<file path="config.mk">
export PLATFORM = sky130hd
export DESIGN_NAME = pixel_streamer
export DESIGN_NICKNAME = d
export VERILOG_FILES = /design/src/rtl/pixel_streamer_pkg.sv /design/src/rtl/pixel_streamer_raster_counter.sv /design/src/rtl/pixel_streamer.sv
export SDC_FILE = /design/constraint.sdc
export NUM_CORES = 1
export LEC_CHECK = 0
export CORE_MARGIN = 4
export CORE_UTILIZATION = 31
export DETAILED_ROUTE_END_ITERATION = 8
export GPL_TIMING_DRIVEN = 0
export PLACE_DENSITY = 0.46
export SLEW_MARGIN = 20
export SYNTH_ARGS = -nofsm -noshare
export SYNTH_HDL_FRONTEND = slang
export SYNTH_HIERARCHICAL = 1
export SYNTH_SLANG_ARGS = --single-unit
</file>
<file path="constraint.sdc">
create_clock -name clk -period 2.6 [get_ports clk]
set_clock_uncertainty 0.15 [all_clocks]
set_input_delay 0.52 -clock clk [delete_from_list [all_inputs] [get_ports clk]]
set_output_delay 0.52 -clock clk [all_outputs]
set_load 0.05 [all_outputs]
</file>
<file path="src/rtl/pixel_streamer_pkg.sv">
`default_nettype none
// ============================================================================
//  Module   : pixel_streamer_pkg
//  Brief    : Shared state encoding, frame geometry and drain depth for the
//             pixel streamer and its raster counter.
//  Revision : 1.0
// ============================================================================
package pixel_streamer_pkg;

    typedef logic [1:0] state_t;

    localparam state_t ST_IDLE   = 2'd0;
    localparam state_t ST_STREAM = 2'd1;
    localparam state_t ST_FLUSH  = 2'd2;

    localparam int DEFAULT_WIDTH  = 400;
    localparam int DEFAULT_HEIGHT = 300;

    // The Gaussian stage holds four line buffers plus four horizontal taps.
    localparam int DRAIN_ROWS         = 4;
    localparam int DRAIN_TAPS         = 4;
    localparam int FILTER_DRAIN_DEPTH = DRAIN_ROWS * DEFAULT_WIDTH + DRAIN_TAPS;

    // Counter width for values 0..n-1, never narrower than one bit.
    function automatic int min1_clog2(input int n);
        return (n <= 2) ? 1 : $clog2(n);
    endfunction

endpackage
`default_nettype wire

</file>
<file path="src/rtl/pixel_streamer_raster_counter.sv">
`default_nettype none
// ============================================================================
//  Module   : raster_counter
//  Brief    : Column/row/linear-address tracker for a raster scan, with
//             end-of-row and end-of-frame flags.
//  Revision : 1.0
// ============================================================================
module raster_counter
    import pixel_streamer_pkg::*;
#(
    parameter int WIDTH  = DEFAULT_WIDTH,
    parameter int HEIGHT = DEFAULT_HEIGHT,
    parameter int ADDR_W = 17,
    localparam int COL_W = min1_clog2(WIDTH),
    localparam int ROW_W = min1_clog2(HEIGHT)
) (
    input  logic              clk,
    input  logic              reset,
    input  logic              i_clear,
    input  logic              i_advance,
    output logic [COL_W-1:0]  o_col,
    output logic [ROW_W-1:0]  o_row,
    output logic [ADDR_W-1:0] o_addr,
    output logic              o_last_col,
    output logic              o_last_pixel
);

    localparam int               c_col_last_i = WIDTH - 1;
    localparam int               c_row_last_i = HEIGHT - 1;
    localparam logic [COL_W-1:0] c_col_last   = c_col_last_i[COL_W-1:0];
    localparam logic [ROW_W-1:0] c_row_last   = c_row_last_i[ROW_W-1:0];

    logic [COL_W-1:0]  r_col;
    logic [ROW_W-1:0]  r_row;
    logic [ADDR_W-1:0] r_addr;
    logic              w_last_col;
    logic              w_last_pixel;

    assign w_last_col   = (r_col == c_col_last);
    assign w_last_pixel = w_last_col && (r_row == c_row_last);

    // Everything wraps to zero after the last pixel, so the address never
    // runs past WIDTH*HEIGHT-1 even when that fills the address space.
    always_ff @(posedge clk) begin
        if (reset || i_clear) begin
            r_col  <= '0;
            r_row  <= '0;
            r_addr <= '0;
        end else if (i_advance) begin
            r_col  <= w_last_col ? '0 : r_col + 1'b1;
            if (w_last_col) begin
                r_row <= w_last_pixel ? '0 : r_row + 1'b1;
            end
            r_addr <= w_last_pixel ? '0 : r_addr + 1'b1;
        end
    end

    assign o_col        = r_col;
    assign o_row        = r_row;
    assign o_addr       = r_addr;
    assign o_last_col   = w_last_col;
    assign o_last_pixel = w_last_pixel;

endmodule
`default_nettype wire

</file>
<file path="src/rtl/pixel_streamer.sv">
`default_nettype none
// ============================================================================
//  Module   : pixel_streamer
//  Brief    : Reads one frame from a synchronous-read RAM and streams it as
//             8-bit pixels with enable, followed by zero flush tokens.
//  Revision : 1.0
// ============================================================================
module pixel_streamer
    import pixel_streamer_pkg::*;
#(
    parameter int WIDTH        = DEFAULT_WIDTH,
    parameter int HEIGHT       = DEFAULT_HEIGHT,
    parameter int ADDR_W       = 17,
    parameter int FLUSH_CYCLES = FILTER_DRAIN_DEPTH
) (
    input  logic              clk,
    input  logic              reset,
    input  logic              start,
    input  logic              hold,
    output logic [ADDR_W-1:0] mem_addr,
    output logic              mem_rd,
    input  logic [7:0]        mem_rdata,
    output logic [7:0]        pix_out,
    output logic              pix_en,
    output logic              sof,
    output logic              eol,
    output logic              busy,
    output logic              done
);

    localparam int               COL_W           = min1_clog2(WIDTH);
    localparam int               ROW_W           = min1_clog2(HEIGHT);
    localparam int               FLUSH_W         = min1_clog2(FLUSH_CYCLES + 1);
    localparam bit               c_has_flush     = (FLUSH_CYCLES > 0);
    localparam int               c_flush_last_i  = c_has_flush ? FLUSH_CYCLES - 1 : 0;
    localparam logic [FLUSH_W-1:0] c_flush_last  = c_flush_last_i[FLUSH_W-1:0];

    state_t             r_state;
    state_t             w_next_state;

    logic               w_issue_pix;
    logic               w_issue_flush;
    logic               w_frame_clear;
    logic               w_flush_last;
    logic               w_frame_last;

    logic [COL_W-1:0]   w_col;
    logic [ROW_W-1:0]   w_row;
    logic [ADDR_W-1:0]  w_addr;
    logic               w_last_col;
    logic               w_last_pixel;

    logic [FLUSH_W-1:0] r_flush_cnt;
    logic [ADDR_W-1:0]  r_last_addr;

    logic               r_tok_valid;
    logic               r_tok_flush;
    logic               r_tok_sof;
    logic               r_tok_eol;
    logic               r_tok_last;

    raster_counter #(
        .WIDTH  (WIDTH),
        .HEIGHT (HEIGHT),
        .ADDR_W (ADDR_W)
    ) u_raster (
        .clk          (clk),
        .reset        (reset),
        .i_clear      (w_frame_clear),
        .i_advance    (w_issue_pix),
        .o_col        (w_col),
        .o_row        (w_row),
        .o_addr       (w_addr),
        .o_last_col   (w_last_col),
        .o_last_pixel (w_last_pixel)
    );

    assign w_flush_last = (r_flush_cnt == c_flush_last);
    assign w_frame_last = (w_issue_pix && w_last_pixel && !c_has_flush)
                       || (w_issue_flush && w_flush_last);

    always_ff @(posedge clk) begin
        if (reset) begin
            r_state <= ST_IDLE;
        end else begin
            r_state <= w_next_state;
        end
    end

    always_comb begin
        w_next_state = r_state;
        case (r_state)
            ST_IDLE: begin
                if (start) begin
                    w_next_state = ST_STREAM;
                end
            end
            ST_STREAM: begin
                if (!hold && w_last_pixel) begin
                    w_next_state = c_has_flush ? ST_FLUSH : ST_IDLE;
                end
            end
            ST_FLUSH: begin
                if (!hold && w_flush_last) begin
                    w_next_state = ST_IDLE;
                end
            end
            default: begin
                w_next_state = ST_IDLE;
            end
        endcase
    end

    always_comb begin
        w_issue_pix   = 1'b0;
        w_issue_flush = 1'b0;
        w_frame_clear = 1'b0;
        busy          = (r_state != ST_IDLE);
        case (r_state)
            ST_IDLE:   w_frame_clear = start;
            ST_STREAM: w_issue_pix   = !hold;
            ST_FLUSH:  w_issue_flush = !hold;
            default:   ;
        endcase
        mem_rd   = w_issue_pix;
        mem_addr = w_issue_pix ? w_addr : r_last_addr;
    end

    always_ff @(posedge clk) begin
        if (reset) begin
            r_flush_cnt <= '0;
            r_last_addr <= '0;
        end else begin
            if (w_issue_flush) begin
                r_flush_cnt <= w_flush_last ? '0 : r_flush_cnt + 1'b1;
            end
            if (w_issue_pix) begin
                r_last_addr <= w_addr;
            end
        end
    end

    // Token side-band travels one cycle behind the issue, aligned with the
    // RAM read data.
    always_ff @(posedge clk) begin
        if (reset) begin
            r_tok_valid <= 1'b0;
            r_tok_flush <= 1'b0;
            r_tok_sof   <= 1'b0;
            r_tok_eol   <= 1'b0;
            r_tok_last  <= 1'b0;
        end else begin
            r_tok_valid <= w_issue_pix || w_issue_flush;
            r_tok_flush <= w_issue_flush;
            r_tok_sof   <= w_issue_pix && (w_col == '0) && (w_row == '0);
            r_tok_eol   <= w_issue_pix && w_last_col;
            r_tok_last  <= w_frame_last;
        end
    end

    assign pix_en  = r_tok_valid;
    assign pix_out = (r_tok_valid && !r_tok_flush) ? mem_rdata : 8'd0;
    assign sof     = r_tok_sof;
    assign eol     = r_tok_eol;
    assign done    = r_tok_last;

endmodule
`default_nettype wire

</file>
## Word level (Yosys, flattened, before mapping)

Cells that the tools add are included.

| storage, ports and cells | value |
|---|---|
| bits in registers | 70 |
| latch bits | 0 |
| bits in writable memories | 0 |
| memory bits (read-only) | 0 |
| bits of input ports | 12 |
| output and inout port bits | 31 |
| logic and storage cells | 54 |
| memories kept | 0 |

| operators by class | value |
|---|---|
| add/sub/neg operators | 4 |
| multipliers | 0 |
| divide/modulo/power cells | 0 |
| $lt $le $gt $ge | 0 |
| equality and inequality tests | 8 |
| shift operators | 0 |
| muxes and demuxes | 13 |
| bitwise logic cells | 0 |
| reductions and logical operators | 18 |

Operator list:

| kind | number |
|---|---|
| $mux 17 | 2 |
| $add 9x1->9 const B | 2 |
| $eq 9x9->1 const B | 2 |
| $logic_not 9->1 | 2 |
| $mux 9 | 2 |
| $add 17x1->17 const B | 1 |
| $add 11x1->11 const B | 1 |
| $eq 11x11->1 const B | 1 |
| $mux 11 | 1 |
| $logic_and 1x1->1 | 8 |
| $mux 8 | 1 |
| $mux 2 | 3 |
| $ne 2x2->1 const B | 3 |
| $pmux 2 s3 | 1 |
| $mux 1 | 3 |
| $reduce_and 3->1 | 1 |
| $eq 2x1->1 const B | 1 |
| $eq 2x2->1 const B | 1 |
| $logic_not 1->1 | 2 |
| $logic_not 2->1 | 1 |
| $logic_or 1x1->1 | 2 |
| $reduce_and 2->1 | 1 |
| $reduce_bool 2->1 | 1 |

## Logic depth before layout (Yosys ltp)

Gate-level depths: netlist of the first run.

| depth | value |
|---|---|
| word-level depth | 5 |
| depth in mapped cells | 9 |
| mapped depth without buffers | 8 |

## Cells and area by module

Netlist of the first run, hierarchy kept.

By module, submodules not included:

| module | times used | cells each | area an instance (um^2) | seq. area each (um^2) |
|---|---|---|---|---|
| raster_counter | 1 | 197 | 1756.7 | 700.7 |
| pixel_streamer | 1 | 157 | 1537.7 | 700.7 |

## Worst setup path after synthesis of the first run

OpenSTA, ideal clock, no wires.

| timing | value |
|---|---|
| path kind | input to register |
| from | input hold |
| to | register u_raster.r_addr[14] (netlist: u_raster/o_addr[14]) |
| setup time | 0.115 ns |
| arrival time | 2.204 ns |
| data required time | 2.335 ns |
| slack | 0.132 ns |
| cell stages on the path | 8 |
| path buffers | 3 |
| cell sequence | nor3b_1 buf_2 and4_1 buf_4 nand3_4 o21ai_4 buf_4 nor2_1 |

| on the way | value |
|---|---|
| cells in the longest elaborated chain, start to end | 2 |

Ends and longest elaborated chain:

| what | RTL line | text |
|---|---|---|
| start, declared | pixel_streamer.sv:19 | `input logic hold,` |
| $logic_not 1->1 | pixel_streamer.sv:121 | `ST_STREAM: w_issue_pix = !hold;` |
| $mux 1 | pixel_streamer.sv:119 | `case (r_state)` |
| via mem_rd | pixel_streamer.sv:21 | `output logic mem_rd,` |
| end signal, assigned | pixel_streamer_raster_counter.sv:54 | `r_addr <= w_last_pixel ? '0 : r_addr + 1'b1;` |
| end, declared | pixel_streamer_raster_counter.sv:35 | `logic [ADDR_W-1:0] r_addr;` |

The timed path passes the listed nets, and every way through them passes these cells.
A chain may end at the register's enable or synchronous reset.

## Worst setup path after layout of the first run

| timing | value |
|---|---|
| from | input hold |
| to | output mem_addr[11] |

| on the way | value |
|---|---|
| cells in the longest elaborated chain, start to end | 3 |

Ends and longest elaborated chain:

| what | RTL line | text |
|---|---|---|
| $logic_not 1->1 | pixel_streamer.sv:121 |  |
| $mux 1 | pixel_streamer.sv:119 |  |
| $mux 17 | -- |  |
| end, declared | pixel_streamer.sv:20 | `output logic [ADDR_W-1:0] mem_addr,` |

No other way between the ends.

==> summary.md, run 1 <==
| Metric | Value |
|---|---|
| Most common cell on crit path | buf_4 |
| CP Max Fanout | 9 |
| Combinational family with the most area after synthesis | simple AND/OR/NAND/NOR gates |
| Leak | around 1.6 nW |
| Post-Synth Simple-Gate Area | 34.0% |
| Post-Syn Area | between 0.003 and 0.004 sq mm |
| Synth Instances | ~350 |
| Via count | 2,715 |
| I/O pin cnt | 43 |
| Share of layout cells above drive strength 1 | between 10% and 20% |
| Worst Tran Pin Value | 0.898 ns |
| Initial core utilization | between 30% and 40% |
| Synth cell types | 50 |
| Worst slew margin | around two fifths |
| Register area share after synthesis | 42.5% |
| First-pass GRT wire length | 12.9 mm |
| Largest net degree at the start of global routing | 13 |
| Placer congestion estimate | 0.791 |
| Setup TNS | 0 ns |
| Post-synthesis adder-cell area fraction | 1.52% |
| Post-DRT Antenna Nets | 0 |
| Clk pin slew, worst setup/hold paths | about 0.080 ns |
| Synth Register Bits | 70 |
| RSZ-0062 raised after global routing | true |
| Fmax | around 400 MHz |
| Drt pass-1 iters | 4 |
| Critical path required time | 1.93 ns |
| Die ar. | roughly 0.012 sq mm |
| Worst setup EP type | output port |
| H-tree depth | 3 |
| Antenna violations before repair | 0 |
| CP max stage delay | 0.34 ns |
| R2R setup slack | approximately 0.16 ns |
| Routed WL | ~7.8 mm |
| CP max stage cell | mux2_2 |
| Final critical-path required period | between 2 and 3 ns |
| FILL cells | ~1.1k |
| CTS tree | done |
| Layout area overhead | 28.1% |
| GRT Overall Usage | about an eighth |
| Antenna diodes | 0 |
| Chip width | 111 um |
| Root buf cell | clkbuf_8 |
| Post-synthesis compound-gate area fraction | 4.29% |
| Average size of a mapped cell | between 9 and 10 sq um |
| GRT overflow | 0 |
| FF/Latch Area | 0.00140 sq mm |
| Power Density | about 550 mW/mm^2 |
| Worst-skew pair later-pin latency | 0.34 ns |
| Max Root-Sink Buffers | 2 |
| Core Area | between 0.01 and 0.015 sq mm |
| Final setup viols | 0 |
| Total of max-cap violations | 0 |
| Synth warn | 6 |
| Worst path buffer plus inverter count | 4 |
| TritonCTS Buffers | 9 |
| Mux cell area share after synthesis | 7.03% |
| Clk sink count | 70 |
| Mapped Nets | 370 |
| WL per Instance | 14.1 um |
| Worst setup SP type | input port |
| IR drop worst, VDD | about 0.00030 V |
| Fin crit share | a little over nine tenths |
| CP delay by family, top | buffers and inverters |
| Rows | 37 |
| # port buffers | 42 |
| Final nets | between 400 and 500 |
| Vias per cell | 4.88 |
| Final Max Tran Viols | 0 |
| Crit path cell chain | clkdlybuf4s15_2 > nor3b_4 > buf_4 > buf_12 > mux2_2 > buf_4 |
| Area taken by multi-input logic gates | between 0.0015 and 0.002 sq mm |
| Outcome | finished, final reports clean |
| 1st-iter DRT viols | between 100 and 150 |
| Post-DP HPWL | roughly 5.4 mm |
| Post-Synth XOR/XNOR Area | just under 9% |
| DRC viols | 0 |
| Die extent in y | roughly 110 um |
| CP Class | input port to output port |
| Worst hold-check path type | flop to flop |
| Vias in the first global route | between 2k and 3k |
| Final Hold Vio Count | 0 |
| Util after Layout | between 40 and 50% |
| Arr. time, crit path | 1.85 ns |
cell usage in the layout, fill, tap and decap left out, drive strengths merged, types with 12 or more instances in the layout:
cell,count
mux2,17
buf,32
xnor2,21
nand3,19
nor2,53
xor2,12
nor4,12
nand2,20
clkbuf,14
dfxtp,70
nor2b,22
clkdlybuf4s50,15
nand4,15
power by group:
group          switching, mW  internal, mW  total [mW]
clock                  0.422         0.666        1.09
sequential           0.00309          1.08        1.08
combinational         0.0784        0.0566       0.135
Yosys cell counts, drive strengths merged:
library cell / count / area, sq um
dfxtp: 70 / 1400
nor2: 53 / 199
nor2b: 22 / 138
xnor2: 21 / 184
nand2: 20 / 75.1
nand3: 19 / 108
mux2: 17 / 191
nand4: 15 / 115
nor4: 12 / 111
xor2: 12 / 105
a21oi: 9 / 45.0
nor3: 9 / 50.1
and2: 8 / 50.1
o21ai: 8 / 51.3
buf: 7 / 40.0
and3: 5 / 32.5
nand4b: 5 / 43.8
and4: 4 / 35.0
ha: 4 / 50.1
mux2i: 4 / 40.0
nand3b: 4 / 30.0
clkbuf: 3 / 11.3
inv: 3 / 11.3
nor3b: 3 / 27.5
or2: 3 / 18.8
or3: 2 / 12.5
or3b: 2 / 20.0
a2111oi: 1 / 8.76
a31o: 1 / 8.76
and3b: 1 / 8.76
and4b: 1 / 10.0
nand2b: 1 / 6.26
nor4bb: 1 / 10.0
o21bai: 1 / 18.8
o221ai: 1 / 8.76
or4: 1 / 7.51
or4b: 1 / 10.0
sequential cells by signal, indices dropped and copies added, names as in the netlist:
| register | flops |
|---|---|
| r_last_addr | 17 |
| u_raster/o_addr | 17 |
| r_flush_cnt | 11 |
| u_raster/o_col | 9 |
| u_raster/o_row | 9 |
| r_state | 2 |
| done | 1 |
| eol | 1 |
| pix_en | 1 |
| r_tok_flush | 1 |
| sof | 1 |
final timing paths:
kind	from	cells past startpoint	endpoint
setup / recovery	hold	6	mem_addr[11]
hold / removal	u_raster/o_addr[16]$_SDFFE_PP0P_	2	u_raster/o_addr[16]$_SDFFE_PP0P_
setup reg to reg	r_state[0]$_SDFFE_PP0P_	11	u_raster/o_addr[2]$_SDFFE_PP0P_
hold reg to reg	u_raster/o_addr[16]$_SDFFE_PP0P_	2	u_raster/o_addr[16]$_SDFFE_PP0P_
metal layers:
layer	GRT usage, %	up-vias	routed length, um
met5	0	-	0
met4	4.62	0	83
met3	2.73	8	413
met2	19.2	67	3380
met1	17.8	1277	3930
li1	-	1363	-
per-stage QoR:
stage	power [mW]	worst slack [ns]	hold slack, ns	area, sq um	cells
final	2.30	0.0766	0.343	4220	556
after global routing	2.40	-0.0222	0.387	4220	556
after CTS	2.34	0.0147	0.343	4130	554
after detailed placement	1.22	-1.22	0.331	3880	532
after global placement	1.22	-1.21	0.322	3880	532
after floorplan	1.17	0.132	0.305	3290	354
kinds of logic (layout without fill, tap and decap cells):
logic type,Yosys count,count (layout)
adder cells (fa/ha/maj),4,4
XOR/XNOR,33,33
flip-flops,70,70
AO/OA/AOI/OAI,21,21
buffers and inverters,13,79
AND/OR/NAND/NOR,192,192
multiplexers,21,21
worst min-delay path: cells and delay by family, from the launching register on:
| kind | cells | cell delay (ns) |
|---|---|---|
| DFF | 1 | 0.32 |
| AOI/OAI and AO/OA | 2 | 0.13 |
repair_timing:
item | in CTS | in global routing
gates cloned | 1 | 0
hold buffers | 0 | 0
buffers inserted | 5 | 2
pin swaps | 1 | 2
setup endpoints to repair | 57 | 24
gates resized for setup | 111 | 37
hold endpoints to repair | 0 | 0
cell type report:
cell class / count / share of cell area, %
clock buffer: 11 / 3.35
timing repair buffer: 50 / 11.0
multi-input combinational: 271 / 43.7
tap: 136 / 4.03
clock inverter: 5 / 2.52
sequential: 70 / 33.2
inverter: 3 / 0.267
buffer: 10 / 1.87
Note: power is estimated with default switching activity, not from simulation.
==> run 2, diff against run 1 <==
--- a/config.mk
+++ b/config.mk
@@ -5,6 +5,7 @@
 export SDC_FILE = /design/constraint.sdc
 export NUM_CORES = 1
 export LEC_CHECK = 0
+export CORE_ASPECT_RATIO = 1.1
 export CORE_MARGIN = 4
 export CORE_UTILIZATION = 31
 export DETAILED_ROUTE_END_ITERATION = 8
==> constraint.sdc (replaced) <==
create_clock -name clk -period 2.8 [get_ports clk]
set_clock_uncertainty 0.15 [all_clocks]
set_input_delay 0.56 -clock clk [delete_from_list [all_inputs] [get_ports clk]]
set_output_delay 0.56 -clock clk [all_outputs]
set_load 0.05 [all_outputs]
==> summary.md, run 2 (same netlist as run 1, synthesis figures left out) <==
| Metric | Value |
|---|---|
| Area taken by multi-input logic gates | 0.00184 sq mm |
| # port buffers | 42 |
| Worst r2r dst | u_raster/o_row[6]$_SDFFE_PP0P_ |
| Layout area overhead | 24.6% |
| Final nets | 424 |
| DRC viols | 0 |
| Antenna violations before repair | 0 |
| Worst slew margin | between 30 and 40% |
| Arr. time, crit path | just over 2 ns |
| Setup WS post-layout | 0.0719 ns |
| Total of max-cap violations | 0 |
| GRT Overall Usage | a little over an eighth |
| Final setup viols | 0 |
| Setup crit start | hold |
| Post-route cell area | slightly above 0.004 sq mm |
| Drt pass-1 iters | 5 |
| Fin crit share | 97.4% |
| Worst hold-check path type | flop to flop |
| Worst setup endpoint | mem_addr[16] |
| Post-DP HPWL | about 5.4 mm |
| Worst reg2reg startpoint | r_state[0]$_SDFFE_PP0P_ |
| Routed WL | ~7.5 mm |
| Fin cells | between 500 and 600 |
| 1st-iter DRT viols | 110 |
| Vias in the first global route | between 2k and 2.5k |
| Worst setup EP type | output port |
| R2R setup slack | 0.41 ns |
| Die extent in y | approximately 120 um |
| Placer congestion estimate | ~0.77 |
| TritonCTS Buffers | 9 |
| Worst setup SP type | input port |
| CP Class | input port to output port |
| IR drop worst, VDD | around 0.00025 V |
| Cell area after placement | slightly below 0.004 sq mm |
| Worst-skew pair later-pin latency | approximately 0.33 ns |
| Clk sink count | 70 |
| Largest net degree at the start of global routing | 16 |
| Critical path required time | ~2.1 ns |
| Most frequent cells in the layout | dfxtp_1, nor2_1, clkdlybuf4s50_1 |
| Via count | 2,622 |
| Vias per cell | between 4 and 5 |
| Placed Cells | about 540 |
| Clk pin slew, worst setup/hold paths | 0.05 ns |
| RSZ-0062 raised after global routing | false |
| First-pass GRT wire length | roughly 13 mm |
| Outcome | finished, final reports clean |
| Die ar. | about 0.012 sq mm |
| Core Area | just over 0.01 sq mm |
| Share of layout cells above drive strength 1 | between 10% and 20% |
| Antenna diodes | 0 |
| Final critical-path required period | about 2.7 ns |
| H-tree depth | 3 |
| Final Max Tran Viols | 0 |
| Post-DRT Antenna Nets | 0 |
| Fmax | ~370 MHz |
| CTS tree | done |
| I/O pin cnt | 43 |
| FILL cells | between 1k and 1.5k |
| Power Density | 518 mW/mm^2 |
| Chip width | about 110 um |
| FF/Latch Area | roughly 0.0014 sq mm |
| Initial core utilization | a little under a third |
| Leak | about 1.5 nW |
| Worst Tran Pin Value | roughly 1.0 ns |
| Place WS | -1.06 ns |
| Rows | 39 |
| WL per Instance | around 13 um |
| Max Root-Sink Buffers | 2 |
| Root buf cell | clkbuf_16 |
| Final Hold Vio Count | 0 |
| CP Max Fanout | 7 |
| GRT overflow | 0 |
| Worst Reg-to-Reg Cells | 9 |
| Commonest non-fill, non-tap cell in the layout | dfxtp_1 |
[run 2: how the worst min path moves through the flow]
stage / startpoint / to / slack, ns / cells past startpoint
2_1_floorplan: u_raster/o_addr[16]$_SDFFE_PP0P_ / u_raster/o_addr[16]$_SDFFE_PP0P_ / 0.30 / 2
3_3_place_gp: u_raster/o_addr[16]$_SDFFE_PP0P_ / u_raster/o_addr[16]$_SDFFE_PP0P_ / 0.33 / 2
3_5_place_dp: u_raster/o_row[1]$_SDFFE_PP0P_ / u_raster/o_row[1]$_SDFFE_PP0P_ / 0.33 / 2
4_1_cts: u_raster/o_row[1]$_SDFFE_PP0P_ / u_raster/o_row[1]$_SDFFE_PP0P_ / 0.34 / 2
5_1_grt: u_raster/o_row[1]$_SDFFE_PP0P_ / u_raster/o_row[1]$_SDFFE_PP0P_ / 0.37 / 2
6_report: u_raster/o_addr[16]$_SDFFE_PP0P_ / u_raster/o_addr[16]$_SDFFE_PP0P_ / 0.34 / 2
[run 2: metal layers]
| layer | track usage (%) | vias to the layer above | routed length, um |
|---|---|---|---|
| met4 | 7.86 | 0 | 199 |
| met2 | 19.8 | 58 | 3250 |
| met5 | 0 | - | 0 |
| met1 | 17.2 | 1194 | 3720 |
| li1 | - | 1357 | - |
| met3 | 2.82 | 13 | 306 |
[run 2: timing repair]
action                                  4_1_cts  5_1_grt
pin swaps                                     1        1
hold buffers                                  0        0
endpoints found under the setup margin       46        1
setup buffers                                 1        0
resized for setup                            92        0
[run 2: stage by stage]
stage	util [%]	hold WS, ns	power, mW	setup TNS [ns]
5_1_grt	39.5	0.372	2.22	0
2_1_floorplan	-	0.305	1.09	0
6_report	39.5	0.338	2.13	0
4_1_cts	39.5	0.343	2.16	0
3_3_place_gp	37.5	0.327	1.13	-33.47
3_5_place_dp	37.5	0.334	1.14	-32.19
[run 2: final cells by class]
class / instances / area share, %
repair buffers: 43 / 8.45
inverters: 3 / 0.274
flip-flops and latches: 70 / 34.1
well taps: 143 / 4.36
multi-input cells: 271 / 44.9
clock buffers: 12 / 6.01
clock inverters: 2 / 0.244
plain buffers: 10 / 1.65
[run 2: worst max-delay path, stage by stage]
cell and delay, ns:
dlygate4sd2_1 0.32, nor3b_4 0.30, buf_4 0.16, mux2_2 0.33, clkdlybuf4s15_2 0.34
[run 2: power breakdown]
part	leakage (nW)	internal, mW	switching (mW)	total, mW
logic	0.805	0.0442	0.0684	0.113
clock network	0.128	0.611	0.400	1.01
registers	0.564	1.00	0.00265	1.00
total	1.50	1.66	0.472	2.13
